## config.mk

```make
export PLATFORM = sky130hd
export DESIGN_NAME = uart_result_framer_flat
export DESIGN_NICKNAME = d
export VERILOG_FILES = /design/src/rtl/uart_result_framer_if.sv /design/src/rtl/uart_result_framer.sv /design/src/flat_wrapper.sv
export SDC_FILE = /design/constraint.sdc
export NUM_CORES = 1
export LEC_CHECK = 0
export ABC_CLOCK_PERIOD_IN_PS = 3100
export CAP_MARGIN = 20
export CORE_MARGIN = 4
export CORE_UTILIZATION = 58
export DETAILED_ROUTE_END_ITERATION = 6
export PLACE_DENSITY_LB_ADDON = 0.2
export SYNTH_ARGS = -nofsm -noshare
export SYNTH_HDL_FRONTEND = slang
export SYNTH_SLANG_ARGS = --single-unit
```

## constraint.sdc

```tcl
create_clock -name clk -period 3.1 [get_ports clk]
set_clock_uncertainty 0.05 [all_clocks]
set_input_delay 0.31 -clock clk [delete_from_list [all_inputs] [get_ports clk]]
set_output_delay 0.31 -clock clk [all_outputs]
set_load 0.02 [all_outputs]
```

## src/rtl/uart_result_framer_if.sv

```systemverilog
// uart_result_framer_if: result push, status and UART_TX byte handshake bundle
interface uart_result_framer_if #(parameter int NB_DATA = 8);
  logic               i_valid;
  logic [NB_DATA-1:0] i_result;
  logic               o_full;
  logic               o_overflow;
  logic               o_tx_start;
  logic [NB_DATA-1:0] o_tx_data;
  logic               i_txDone;
  logic               o_busy;
  logic               o_frame_done;
  logic               o_timeout;
  modport master (
    output i_valid, i_result, i_txDone,
    input  o_full, o_overflow, o_tx_start, o_tx_data, o_busy, o_frame_done, o_timeout
  );
  modport slave (
    input  i_valid, i_result, i_txDone,
    output o_full, o_overflow, o_tx_start, o_tx_data, o_busy, o_frame_done, o_timeout
  );
endinterface

```

## src/rtl/uart_result_framer.sv

```systemverilog
// uart_result_framer: queues ALU results and sends each as {HDR, result, HDR^result} to UART_TX
module uart_result_framer #(
  parameter int                 NB_DATA    = 8,
  parameter int                 FIFO_DEPTH = 4,
  parameter int                 NB_ADDR    = 2,
  parameter logic [NB_DATA-1:0] HDR_BYTE   = 8'h40,
  parameter int                 NB_TOUT    = 16,
  parameter int                 TIMEOUT    = 50000
) (
  input logic                clk,
  input logic                i_rst_n,
  uart_result_framer_if.slave bus
);
  typedef enum logic [1:0] {IDLE, SEND, WAIT} state_t;
  state_t               state, state_n;
  logic [NB_DATA-1:0]   mem [FIFO_DEPTH];
  logic [NB_ADDR-1:0]   rd_ptr, wr_ptr;
  logic [NB_ADDR:0]     count, count_n;
  logic [1:0]           idx, idx_n;
  logic [NB_TOUT-1:0]   tout, tout_n;
  logic [NB_DATA-1:0]   data_reg, data_n, chk_reg, chk_n, tx_data_n;
  logic                 push, pop, fd_n, to_n;
  assign push    = bus.i_valid & ~bus.o_full;
  assign pop     = (state == IDLE) && (count != '0);
  assign count_n = count + {{NB_ADDR{1'b0}}, push} - {{NB_ADDR{1'b0}}, pop};
  // next state: pop a result into a new frame, pulse each byte, wait for done or give up
  always_comb begin
    state_n = state;
    idx_n   = idx;
    tout_n  = tout;
    data_n  = data_reg;
    chk_n   = chk_reg;
    fd_n    = 1'b0;
    to_n    = 1'b0;
    unique case (state)
      IDLE: if (pop) begin
        data_n  = mem[rd_ptr];
        chk_n   = HDR_BYTE ^ mem[rd_ptr];
        idx_n   = 2'd0;
        state_n = SEND;
      end
      SEND: begin
        tout_n  = '0;
        state_n = WAIT;
      end
      WAIT: if (bus.i_txDone) begin
        fd_n    = idx == 2'd2;
        idx_n   = idx == 2'd2 ? idx : idx + 2'd1;
        state_n = idx == 2'd2 ? IDLE : SEND;
      end else begin
        tout_n  = tout + NB_TOUT'(1);
        to_n    = tout == NB_TOUT'(TIMEOUT - 2);
        state_n = to_n ? IDLE : WAIT;
      end
      default: state_n = IDLE;
    endcase
    tx_data_n = state_n != SEND ? bus.o_tx_data :
                idx_n == 2'd0   ? HDR_BYTE :
                idx_n == 2'd1   ? data_n : chk_n;
  end
  // FSM state and frame context
  always_ff @(posedge clk or negedge i_rst_n)
    if (!i_rst_n) begin
      state    <= IDLE;
      idx      <= '0;
      tout     <= '0;
      data_reg <= '0;
      chk_reg  <= '0;
    end else begin
      state    <= state_n;
      idx      <= idx_n;
      tout     <= tout_n;
      data_reg <= data_n;
      chk_reg  <= chk_n;
    end
  // FIFO bookkeeping and registered outputs
  always_ff @(posedge clk or negedge i_rst_n)
    if (!i_rst_n) begin
      rd_ptr           <= '0;
      wr_ptr           <= '0;
      count            <= '0;
      bus.o_full       <= 1'b0;
      bus.o_overflow   <= 1'b0;
      bus.o_tx_start   <= 1'b0;
      bus.o_tx_data    <= '0;
      bus.o_busy       <= 1'b0;
      bus.o_frame_done <= 1'b0;
      bus.o_timeout    <= 1'b0;
    end else begin
      rd_ptr           <= rd_ptr + NB_ADDR'(pop);
      wr_ptr           <= wr_ptr + NB_ADDR'(push);
      count            <= count_n;
      bus.o_full       <= count_n == (NB_ADDR+1)'(FIFO_DEPTH);
      bus.o_overflow   <= bus.o_overflow | (bus.i_valid & bus.o_full);
      bus.o_tx_start   <= state_n == SEND;
      bus.o_tx_data    <= tx_data_n;
      bus.o_busy       <= state_n != IDLE;
      bus.o_frame_done <= fd_n;
      bus.o_timeout    <= to_n;
    end
  // result storage
  always_ff @(posedge clk)
    if (push) mem[wr_ptr] <= bus.i_result;
endmodule

```

## src/flat_wrapper.sv

```systemverilog
// flat-port wrapper written by rule: the top's interface ports become plain ports
module uart_result_framer_flat 
#(
  parameter int                 NB_DATA    = 8,
  parameter int                 FIFO_DEPTH = 4,
  parameter int                 NB_ADDR    = 2,
  parameter logic [NB_DATA-1:0] HDR_BYTE   = 8'h40,
  parameter int                 NB_TOUT    = 16,
  parameter int                 TIMEOUT    = 50000
)
  (clk, i_rst_n, bus_i_valid, bus_i_result, bus_i_txDone, bus_o_full, bus_o_overflow, bus_o_tx_start, bus_o_tx_data, bus_o_busy, bus_o_frame_done, bus_o_timeout);
  uart_result_framer_if #(.NB_DATA(NB_DATA)) bus_i ();
  input logic clk;
  input logic i_rst_n;
  input wire logic [$bits(bus_i.i_valid)-1:0] bus_i_valid;
  input wire logic [$bits(bus_i.i_result)-1:0] bus_i_result;
  input wire logic [$bits(bus_i.i_txDone)-1:0] bus_i_txDone;
  output wire logic [$bits(bus_i.o_full)-1:0] bus_o_full;
  output wire logic [$bits(bus_i.o_overflow)-1:0] bus_o_overflow;
  output wire logic [$bits(bus_i.o_tx_start)-1:0] bus_o_tx_start;
  output wire logic [$bits(bus_i.o_tx_data)-1:0] bus_o_tx_data;
  output wire logic [$bits(bus_i.o_busy)-1:0] bus_o_busy;
  output wire logic [$bits(bus_i.o_frame_done)-1:0] bus_o_frame_done;
  output wire logic [$bits(bus_i.o_timeout)-1:0] bus_o_timeout;
  assign bus_i.i_valid = bus_i_valid;
  assign bus_i.i_result = bus_i_result;
  assign bus_i.i_txDone = bus_i_txDone;
  assign bus_o_full = bus_i.o_full;
  assign bus_o_overflow = bus_i.o_overflow;
  assign bus_o_tx_start = bus_i.o_tx_start;
  assign bus_o_tx_data = bus_i.o_tx_data;
  assign bus_o_busy = bus_i.o_busy;
  assign bus_o_frame_done = bus_i.o_frame_done;
  assign bus_o_timeout = bus_i.o_timeout;
  uart_result_framer #(.NB_DATA(NB_DATA), .FIFO_DEPTH(FIFO_DEPTH), .NB_ADDR(NB_ADDR), .HDR_BYTE(HDR_BYTE), .NB_TOUT(NB_TOUT), .TIMEOUT(TIMEOUT)) u_core (.clk(clk), .i_rst_n(i_rst_n), .bus(bus_i));
endmodule
```

* After elaboration in Yosys (flattened, before gate mapping)
Memory sizes are Yosys's and may differ from the RTL's.
Index checks and enable logic that the tools add are counted.
W data, S select, Z words.
** Storage, ports and cells
- Register bits after elaboration :: 57
- RAM bits :: 32
- Bits of input ports :: 12
- Output and inout bits :: 14
- Word-level logic and storage cells :: 66
- Memories :: 1
** Cells by class
- Add/subtract/negate cells :: 6
- Equality and inequality tests :: 9
- Muxes and demuxes :: 23
- Bitwise operators :: 5
- Reduce and logical (&&, ||, !) cells :: 7
** Memory list
- u_core.mem :: depth 4, width 8, rd ports 1, clocked after Yosys merged registers in 0, write ports 1, RTL line uart_result_framer.sv:16 : logic [NB_DATA-1:0] mem [FIFO_DEPTH];
** Operator list (number)
- $mux W8 :: 6
- $pmux W16 S2 :: 1
- $add A16 B1 Y16 const B :: 1
- $eq A16 B16 Y1 const B :: 1
- $mux W16 :: 1
- $mux W2 :: 6
- $mux W1 :: 7
- $eq A2 B1 Y1 const B :: 3
- $pmux W2 S3 :: 1
- $add A2 B1 Y2 :: 2
- $eq A2 B2 Y1 const B :: 2
- $logic_not A2 Y1 :: 2
- $pmux W2 S2 :: 1
- $reduce_bool A2 Y1 :: 2
- $add A3 B1 Y3 :: 1
- $eq A3 B3 Y1 const B :: 1
- $reduce_bool A3 Y1 :: 1
- $sub A3 B1 Y3 :: 1
- $add A2 B1 Y2 const B :: 1
- $and A1 B1 Y1 :: 2
- $ne A2 B1 Y1 const B :: 1
- $ne A2 B2 Y1 const B :: 1
- $not A1 Y1 :: 2
- $reduce_and A2 Y1 :: 1
- 2 further kinds :: 2

* Logic depth before layout (Yosys ltp)
Gate-level depths: netlist of run 1.
- Depth in word-level cells :: 7
- Depth in mapped cells :: 12
- Mapped depth without buffers :: 10

* Worst setup path after synthesis of run 1
No wires, ideal clock.
- Path kind :: flip-flop to flip-flop
- Start point :: register u_core.state[1]
- End point :: register u_core.bus.o_full
- Arrival :: 2.323 ns
- Required time :: 2.962 ns
- Setup slack :: 0.639 ns
- Stages on the path, launching flop included :: 12
- Clock period less this slack :: 2.461 ns
- Cells stage by stage :: dfrtp_1 or3_1 buf_2 inv_2 buf_2 ha_1 inv_1 ha_1 fa_1 xor2_1 xnor2_1 nor3b_1
** On the way
- Cells in the longest elaborated chain, start to end :: 4
** Ends and longest elaborated chain
- from (decl) :: RTL line uart_result_framer.sv:15 : state_t state, state_n;
- from (signal assigned) :: RTL line uart_result_framer.sv:70 : state <= state_n;
- $logic_not A2 Y1 :: RTL line uart_result_framer.sv:24 : assign pop = (state == IDLE) && (count != '0);
- $logic_and A1 B1 Y1 :: RTL line uart_result_framer.sv:24
- $sub A3 B1 Y3 :: RTL line uart_result_framer.sv:25 : assign count_n = count + {{NB_ADDR{1'b0}}, push} - {{NB_ADDR{1'b0}}, pop};
- via u_core.count_n[2] :: RTL line uart_result_framer.sv:18 : logic [NB_ADDR:0] count, count_n;
- $eq A3 B3 Y1 :: RTL line uart_result_framer.sv:93 : bus.o_full <= count_n == (NB_ADDR+1)'(FIFO_DEPTH);
- to (signal assigned) :: RTL line uart_result_framer.sv:93
- to (decl) :: RTL line uart_result_framer_if.sv:19 : output o_full, o_overflow, o_tx_start, o_tx_data, o_busy, o_frame_done, o_timeout
The timed path passes the listed nets, and every way through them passes these cells.
A chain may end at the register's enable or synchronous reset.

* Worst setup path in the final report of run 1
Ends and elaborated chain as after synthesis.

==> summary.md, run 1 <==
| Metric | Value |
|---|---|
| Final Critical Period | 2.521 ns |
| Antenna-violating nets left | 0 |
| Initial DRC count | 144 |
| Crit Reg-Reg Startpoint | u_core.state[1]$_DFF_PN0_ |
| H-tree Lvls | 3 |
| Ranking of synthesized cells by area | dfrtp_1 39%, edfxtp_1 26%, mux4_2 4.9%, a21o_1 3.1%, ha_1 2.7% |
| Req. time, crit path | 3.31 ns |
| Worst reg-to-reg path cell count | 9 |
| Yosys reg bits | 89 |
| EDFF count, synth | 32 |
| CTS buffer count | 9 |
| CTS tree | done |
| CTS sink cnt | 89 |
| Synthesized cell area | 3655 µm² |
| Max Cap Viol | 0 |
| Syn_nets | 291 |
| Top flop regs | u_core.mem (32), u_core.tout (16) |
| Starting Density | 0.6065 |
| Relative slew slack | 0.4911 |
| Critical Path Start Type | flip-flop |
| Synth cell types | 43 |
| Post-synth top cells | 57 x dfrtp_1, 32 x edfxtp_1, 20 x inv_1 |
| Post-synth top area cell | dfrtp_1 |
| Synth top area share | 0.3903 |
| Asr flop ratio synth | 0.6404 |
| Final Non-Filler Cells | 384 |
| Setup Viol. Count Final | 0 |
| DR vias | 2138 |
| Critical setup path kind | flip-flop to flip-flop |
| Maximum fanout along the worst path | 15 |
| Yosys warns | 0 |
| GRT Overall Usage | 0.1835 |
| Simple-Gate Fraction of Synth Area | 0.1232 |
| Fmax | 0.3967 GHz |
| Max Slew Vio Count | 0 |
| Multi-input gate area | 1152 µm² |
| Layout cells sized above 1 | 0.1133 |
| Main combinational cell family by area after synthesis | simple AND/OR/NAND/NOR gates |
| DRC | 0 |
| Max reg flops | 32 |
| Gr ovfl total | 0 |
| Post-CTS setup buffers | 0 |
| Sequential fraction of the synthesis area | 0.6532 |
| Final Cycle Share | 0.8132 |
| Routed wire length | 6107 µm |
| Placement Rows | 28 |
| Fin Setup TNS | 0 ns |
| Die area | 7635 µm² |
| Vias per Instance | 5.568 |
| First-pass GRT wire length | 10670 µm |
| Post-synthesis xor/xnor area fraction | 0.01917 |
| Worst Setup End Kind | flip-flop |
| Final hold violation count | 0 |
| Fillers | 428 |
| Placed insts | 366 |
| Root Driver | clkbuf_8 |
| Die Y | 87.38 µm |
| Compound-Gate Fraction of Synth Area | 0.08524 |
| Min-delay worst type | primary input to async pin |
| Deepest clock path buffer count | 2 |
| Ys flop type | dfrtp_1 |
| Clock Latency Late Sink | 0.35 ns |
| Worst EP arrival | 2.73 ns |
| Clock transition at path regs | 0.09 ns |
| Syn avg cell area | 13.54 µm² |
| Dpl hpwl | 4180 µm |
| Unrepaired setup endpoints after global routing | false |
| IO buf count | 25 |
| Total Nets Final | 325 |
| Most common cell in the netlist | dfrtp_1 |
| Worst Tran Pin Value | 0.7570 ns |
| Antenna cell count | 0 |
| Status | finished, final reports clean |
| Cells after synthesis | 270 |
| Drt first pass iters | 7 |
| R2r setup slk | 0.58 ns |
| Reg area | 2387 µm² |
| Core ar. | 6026 µm² |
| Mux contribution to synthesized area | 0.05478 |
| RD Place Congestion | 0.7873 |
| Max VDD drop | 0.0005483 V |
| DIE WIDTH | 87.38 µm |
| Routed WL per cell | 15.90 µm |
| Area Growth Syn to Fin | 15.44% |
| Worst flop-to-flop path endpoint | u_core.bus.o_full$_DFF_PN0_ |
| Largest net degree at the start of global routing | 50 |
| Post-synthesis adder-cell area fraction | 0.03287 |
| P_leak | 1.808 nW |
| Top reg by flops | u_core.mem |
| Ports | 26 |
| Vias in the first global route | 2166 |
| Initial antenna violation count | 0 |
| Power per cell area | 897.0 nW/µm² |
-- power breakdown --
part,leakage [nW],switching [mW],total (mW),internal [mW]
clock network,0.0964,0.411,0.790,0.379
registers,1.02,0.224,1.79,1.56
logic,0.689,0.637,1.21,0.571
-- cell type report --
class	instances	area share
flip-flops and latches	89	0.5658
multi-input cells	152	0.2731
repair buffers	31	0.07236
clock buffers	9	0.02936
well taps	75	0.02224
inverters	21	0.01868
clock inverters	7	0.01839
-- critical path, cell delays in order (launching register included) --
cell,delay (ns)
dfrtp_1,0.44
or3_1,0.42
inv_2,0.18
ha_1,0.15
inv_1,0.04
ha_1,0.20
fa_1,0.39
xor2_1,0.21
xnor2_1,0.16
nor3b_1,0.20
-- metal layers --
metal	up-vias	track usage	wire, µm	share of wire
li1	1055	-	-	-
met1	1035	0.2748	2968	0.49
met2	42	0.2651	2777	0.45
met3	6	0.04636	289	0.047
met4	0	0.05858	72	0.012
met5	-	0	0	0
-- logic make-up after synthesis --
| kind of cell | count (synthesis) |
|---|---|
| flops | 89 |
| simple gates | 79 |
| compound gates | 46 |
| buf+inv | 29 |
| mux | 10 |
| fa+ha+maj | 9 |
| xor+xnor | 8 |
-- cell usage in the layout (no fill, tap or decap), drive strengths merged, types with 9 or more instances in the layout --
cell type / n
dfrtp: 57
edfxtp: 32
clkdlybuf4s50: 24
inv: 23
nand2: 15
a21o: 15
o21ai: 14
nand3: 13
nor2: 11
and2: 9
clkbuf: 9
-- worst max path at each step --
| stage | cells after the start | end | start |
|---|---|---|---|
| floorplan | 11 | u_core.bus.o_full$_DFF_PN0_ | u_core.state[1]$_DFF_PN0_ |
| global placement | 9 | u_core.bus.o_full$_DFF_PN0_ | u_core.state[1]$_DFF_PN0_ |
| detailed placement | 9 | u_core.bus.o_full$_DFF_PN0_ | u_core.state[1]$_DFF_PN0_ |
| CTS | 9 | u_core.bus.o_full$_DFF_PN0_ | u_core.state[1]$_DFF_PN0_ |
| global route | 9 | u_core.bus.o_full$_DFF_PN0_ | u_core.state[1]$_DFF_PN0_ |
| finish | 9 | u_core.bus.o_full$_DFF_PN0_ | u_core.state[1]$_DFF_PN0_ |
-- per-stage QoR --
stage / utilization / power, mW / area (µm²) / setup slack (ns) / hold WS [ns]
3_3_place_gp: 0.6618 / 2.958 / 3988 / 0.7014 / 0.3939
2_1_floorplan: - / 2.623 / 3655 / 0.6391 / -0.03559
3_5_place_dp: 0.6618 / 3.020 / 3988 / 0.6397 / 0.4022
5_1_grt: 0.7002 / 4.052 / 4219 / 0.4117 / 0.3639
4_1_cts: 0.6952 / 3.829 / 4189 / 0.5675 / 0.1360
6_report: 0.7002 / 3.785 / 4219 / 0.5791 / 0.3414
-- timing repair --
| item | CTS | global route |
|---|---|---|
| gates resized for setup | 0 | 0 |
| endpoints found under the hold margin | 0 | 14 |
| hold buffers | 0 | 1 |
(Power assumes the default switching activity.)
==> run 2: changes to the inputs <==
--- a/config.mk
+++ b/config.mk
@@ -5,10 +5,10 @@
 export SDC_FILE = /design/constraint.sdc
 export NUM_CORES = 1
 export LEC_CHECK = 0
-export ABC_CLOCK_PERIOD_IN_PS = 3100
+export ABC_CLOCK_PERIOD_IN_PS = 2300
 export CAP_MARGIN = 20
 export CORE_MARGIN = 4
-export CORE_UTILIZATION = 58
+export CORE_UTILIZATION = 52
 export DETAILED_ROUTE_END_ITERATION = 6
 export PLACE_DENSITY_LB_ADDON = 0.2
 export SYNTH_ARGS = -nofsm -noshare
==> constraint.sdc (replaced) <==
create_clock -name clk -period 2.3 [get_ports clk]
set_clock_uncertainty 0.05 [all_clocks]
set_input_delay 0.23 -clock clk [delete_from_list [all_inputs] [get_ports clk]]
set_output_delay 0.23 -clock clk [all_outputs]
set_load 0.02 [all_outputs]
==> run 2 against run 1 <==
Maximum frequency grew 15%. Die area grew 10%. Final cell count grew 7.3%. Sequential power grew 34%. Utilization shrank 6.2 points. Power grew 39%. Global-route usage shrank 2.2 points. Highest routed layer unchanged.
==> summary.md, run 2 (synthesized netlist as in run 1, its figures left out) <==
| Metric | Value |
|---|---|
| Area Growth Syn to Fin | 18.59% (was 15.44%) |
| Drt first pass iters | 4 (was 7) |
| Power per cell area | 1218 nW/µm² (was 897.0 nW/µm²) |
| Initial antenna violation count | 0 (unchanged) |
| Req. time, crit path | 2.52 ns (was 3.31 ns) |
| Max Slew Vio Count | 0 (unchanged) |
| Die area | 8434 µm² (was 7635 µm²) |
| Initial DRC count | 137 (was 144) |
| Critical Path Start Type | flip-flop (unchanged) |
| Fillers | 554 (was 428) |
| DIE WIDTH | 91.84 µm (was 87.38 µm) |
| Design area | 4334 µm² (was 4219 µm²) |
| Routed WL per cell | 15.18 µm (was 15.90 µm) |
| Antenna cell count | 0 (unchanged) |
| P_leak | 1.843 nW (was 1.808 nW) |
| Layout cells sized above 1 | 0.1551 (was 0.1133) |
| Maximum fanout along the worst path | 3 (was 15) |
| Final hold violation count | 0 (unchanged) |
| IO buf count | 25 (unchanged) |
| Core ar. | 6794 µm² (was 6026 µm²) |
| CTS sink cnt | 89 (unchanged) |
| Routed wire length | 6253 µm (was 6107 µm) |
| Top reg by flops | u_core.mem (unchanged) |
| Fmax | 0.4543 GHz (was 0.3967 GHz) |
| Placed instance area | 4114 µm² (was 3988 µm²) |
| Final Cycle Share | 0.9571 (was 0.8132) |
| Worst Tran Pin Value | 0.5973 ns (was 0.7570 ns) |
| Critical setup path kind | flip-flop to flip-flop (unchanged) |
| First-pass GRT wire length | 10580 µm (was 10670 µm) |
| CTS buffer count | 9 (unchanged) |
| Commonest non-fill, non-tap cells in the layout | 57 x dfrtp_1, 32 x edfxtp_1, 24 x clkdlybuf4s50_1 (unchanged) |
| DRC | 0 (unchanged) |
| Antenna-violating nets left | 0 (unchanged) |
| Max VDD drop | 0.0006736 V (was 0.0005483 V) |
| RD Place Congestion | 0.8118 (was 0.7873) |
| Starting Density | 0.5379 (was 0.6065) |
| Max Cap Viol | 0 (unchanged) |
| GRT Overall Usage | 0.1615 (was 0.1835) |
| Reg area | 2387 µm² (unchanged) |
| Gr ovfl total | 0 (unchanged) |
| Final Critical Period | 2.201 ns (was 2.521 ns) |
| Ports | 26 (unchanged) |
| Die Y | 91.84 µm (was 87.38 µm) |
| Worst EP arrival | 2.42 ns (was 2.73 ns) |
| Fin Setup TNS | 0 ns (unchanged) |
| Relative slew slack | 0.6018 (was 0.4911) |
| Max reg flops | 32 (unchanged) |
| DR vias | 2208 (was 2138) |
| Clock transition at path regs | 0.10 ns (was 0.09 ns) |
| Multi-input gate area | 1195 µm² (was 1152 µm²) |
| Hold_ws | 0.3809 ns (was 0.3414 ns) |
| Most common cell after layout, fill and taps aside | dfrtp_1 (unchanged) |
| Top flop regs | u_core.mem (32), u_core.tout (16) (unchanged) |
| Worst Setup End Kind | flip-flop (unchanged) |
| Post-Route Utilization | 0.6379 (was 0.7002) |
| Placed insts | 394 (was 366) |
| Status | finished, final reports clean (unchanged) |
| Placement Rows | 30 (was 28) |
| Deepest clock path buffer count | 2 (unchanged) |
| H-tree Lvls | 3 (unchanged) |
| CTS tree | done (unchanged) |
| Dpl hpwl | 4295 µm (was 4180 µm) |
| Clock Latency Late Sink | 0.35 ns (about the same) |
| Total Nets Final | 332 (was 325) |
| Root Driver | clkbuf_8 (unchanged) |
| Vias in the first global route | 2232 (was 2166) |
| Min-delay worst type | primary input to async pin (unchanged) |
| Final Non-Filler Cells | 412 (was 384) |
| Vias per Instance | 5.359 (was 5.568) |
| Largest net degree at the start of global routing | 32 (was 50) |
| Setup Viol. Count Final | 0 (unchanged) |
## run 2: cell types whose count changed in the layout (fill, tap and decap cells not counted), sizes merged
cell / delta
buf: +7
inv: +3
clkinv: -2
bufinv: -1
## run 2: critical path, cell delays in order (launching register included)
cell and delay, ns:
dfrtp_1 0.40, nor3_2 0.05, or3_4 0.40, inv_4 0.07
ha_4 0.12, inv_2 0.04, ha_4 0.15, fa_2 0.35
xor2_1 0.16, xnor2_1 0.17, nor3b_2 0.18
## run 2: path summary, 6_finish.rpt
path | slack (ns) | end | start | depth (start not counted)
worst max-delay path | 0.1 | u_core.bus.o_full$_DFF_PN0_ | u_core.count[1]$_DFF_PN0_ | 10
worst min-delay path | 0.38 | u_core.rd_ptr[0]$_DFF_PN0_ | i_rst_n | 2
worst max register to register | 0.1 | u_core.bus.o_full$_DFF_PN0_ | u_core.count[1]$_DFF_PN0_ | 10
worst min register to register | 0.42 | u_core.bus.o_overflow$_DFF_PN0_ | u_core.bus.o_overflow$_DFF_PN0_ | 1
max in group asynchronous | 1.24 | u_core.count[0]$_DFF_PN0_ | i_rst_n | 3
min in group clk | 0.42 | u_core.bus.o_overflow$_DFF_PN0_ | u_core.bus.o_overflow$_DFF_PN0_ | 1
## run 2: layout make-up
class,count,area share
repair buffers,38,0.08256
inverters,21,0.01876
clock buffers,9,0.02858
well taps,96,0.02771
clock inverters,7,0.01588
flip-flops and latches,89,0.5508
multi-input cells,152,0.2757
## run 2: per-stage QoR
stage / total power, mW / worst slack, ns
5_1_grt: 5.661 / -0.01478
3_3_place_gp: 4.166 / 0.1004
4_1_cts: 5.305 / 0.05088
6_report: 5.279 / 0.09867
2_1_floorplan: 3.664 / -0.02043
3_5_place_dp: 4.242 / -0.006279
## run 2: what timing repair did
action                                  in CTS  in global routing
gates cloned                                 0                  0
hold buffers                                 1                  0
buffers inserted                             0                  1
resized for setup                            2                  0
pin swaps                                    0                  1
endpoints found under the setup margin       1                  1
endpoints found under the hold margin       26                  0
## run 2: layer usage
| metal | share of wire | GRT usage |
|---|---|---|
| met1 | 0.47 | 0.2272 |
| met2 | 0.47 | 0.2435 |
| met3 | 0.045 | 0.02625 |
| met4 | 0.010 | 0.08416 |
| met5 | 0 | 0 |
## run 2: where the power goes
part	internal (mW)	total [mW]	switching (mW)	leakage, nW
Sequential	2.11	2.39	0.288	1.02
Combinational	0.926	1.87	0.944	0.726
Clock	0.426	1.01	0.589	0.0937
Total	3.46	5.28	1.82	1.84
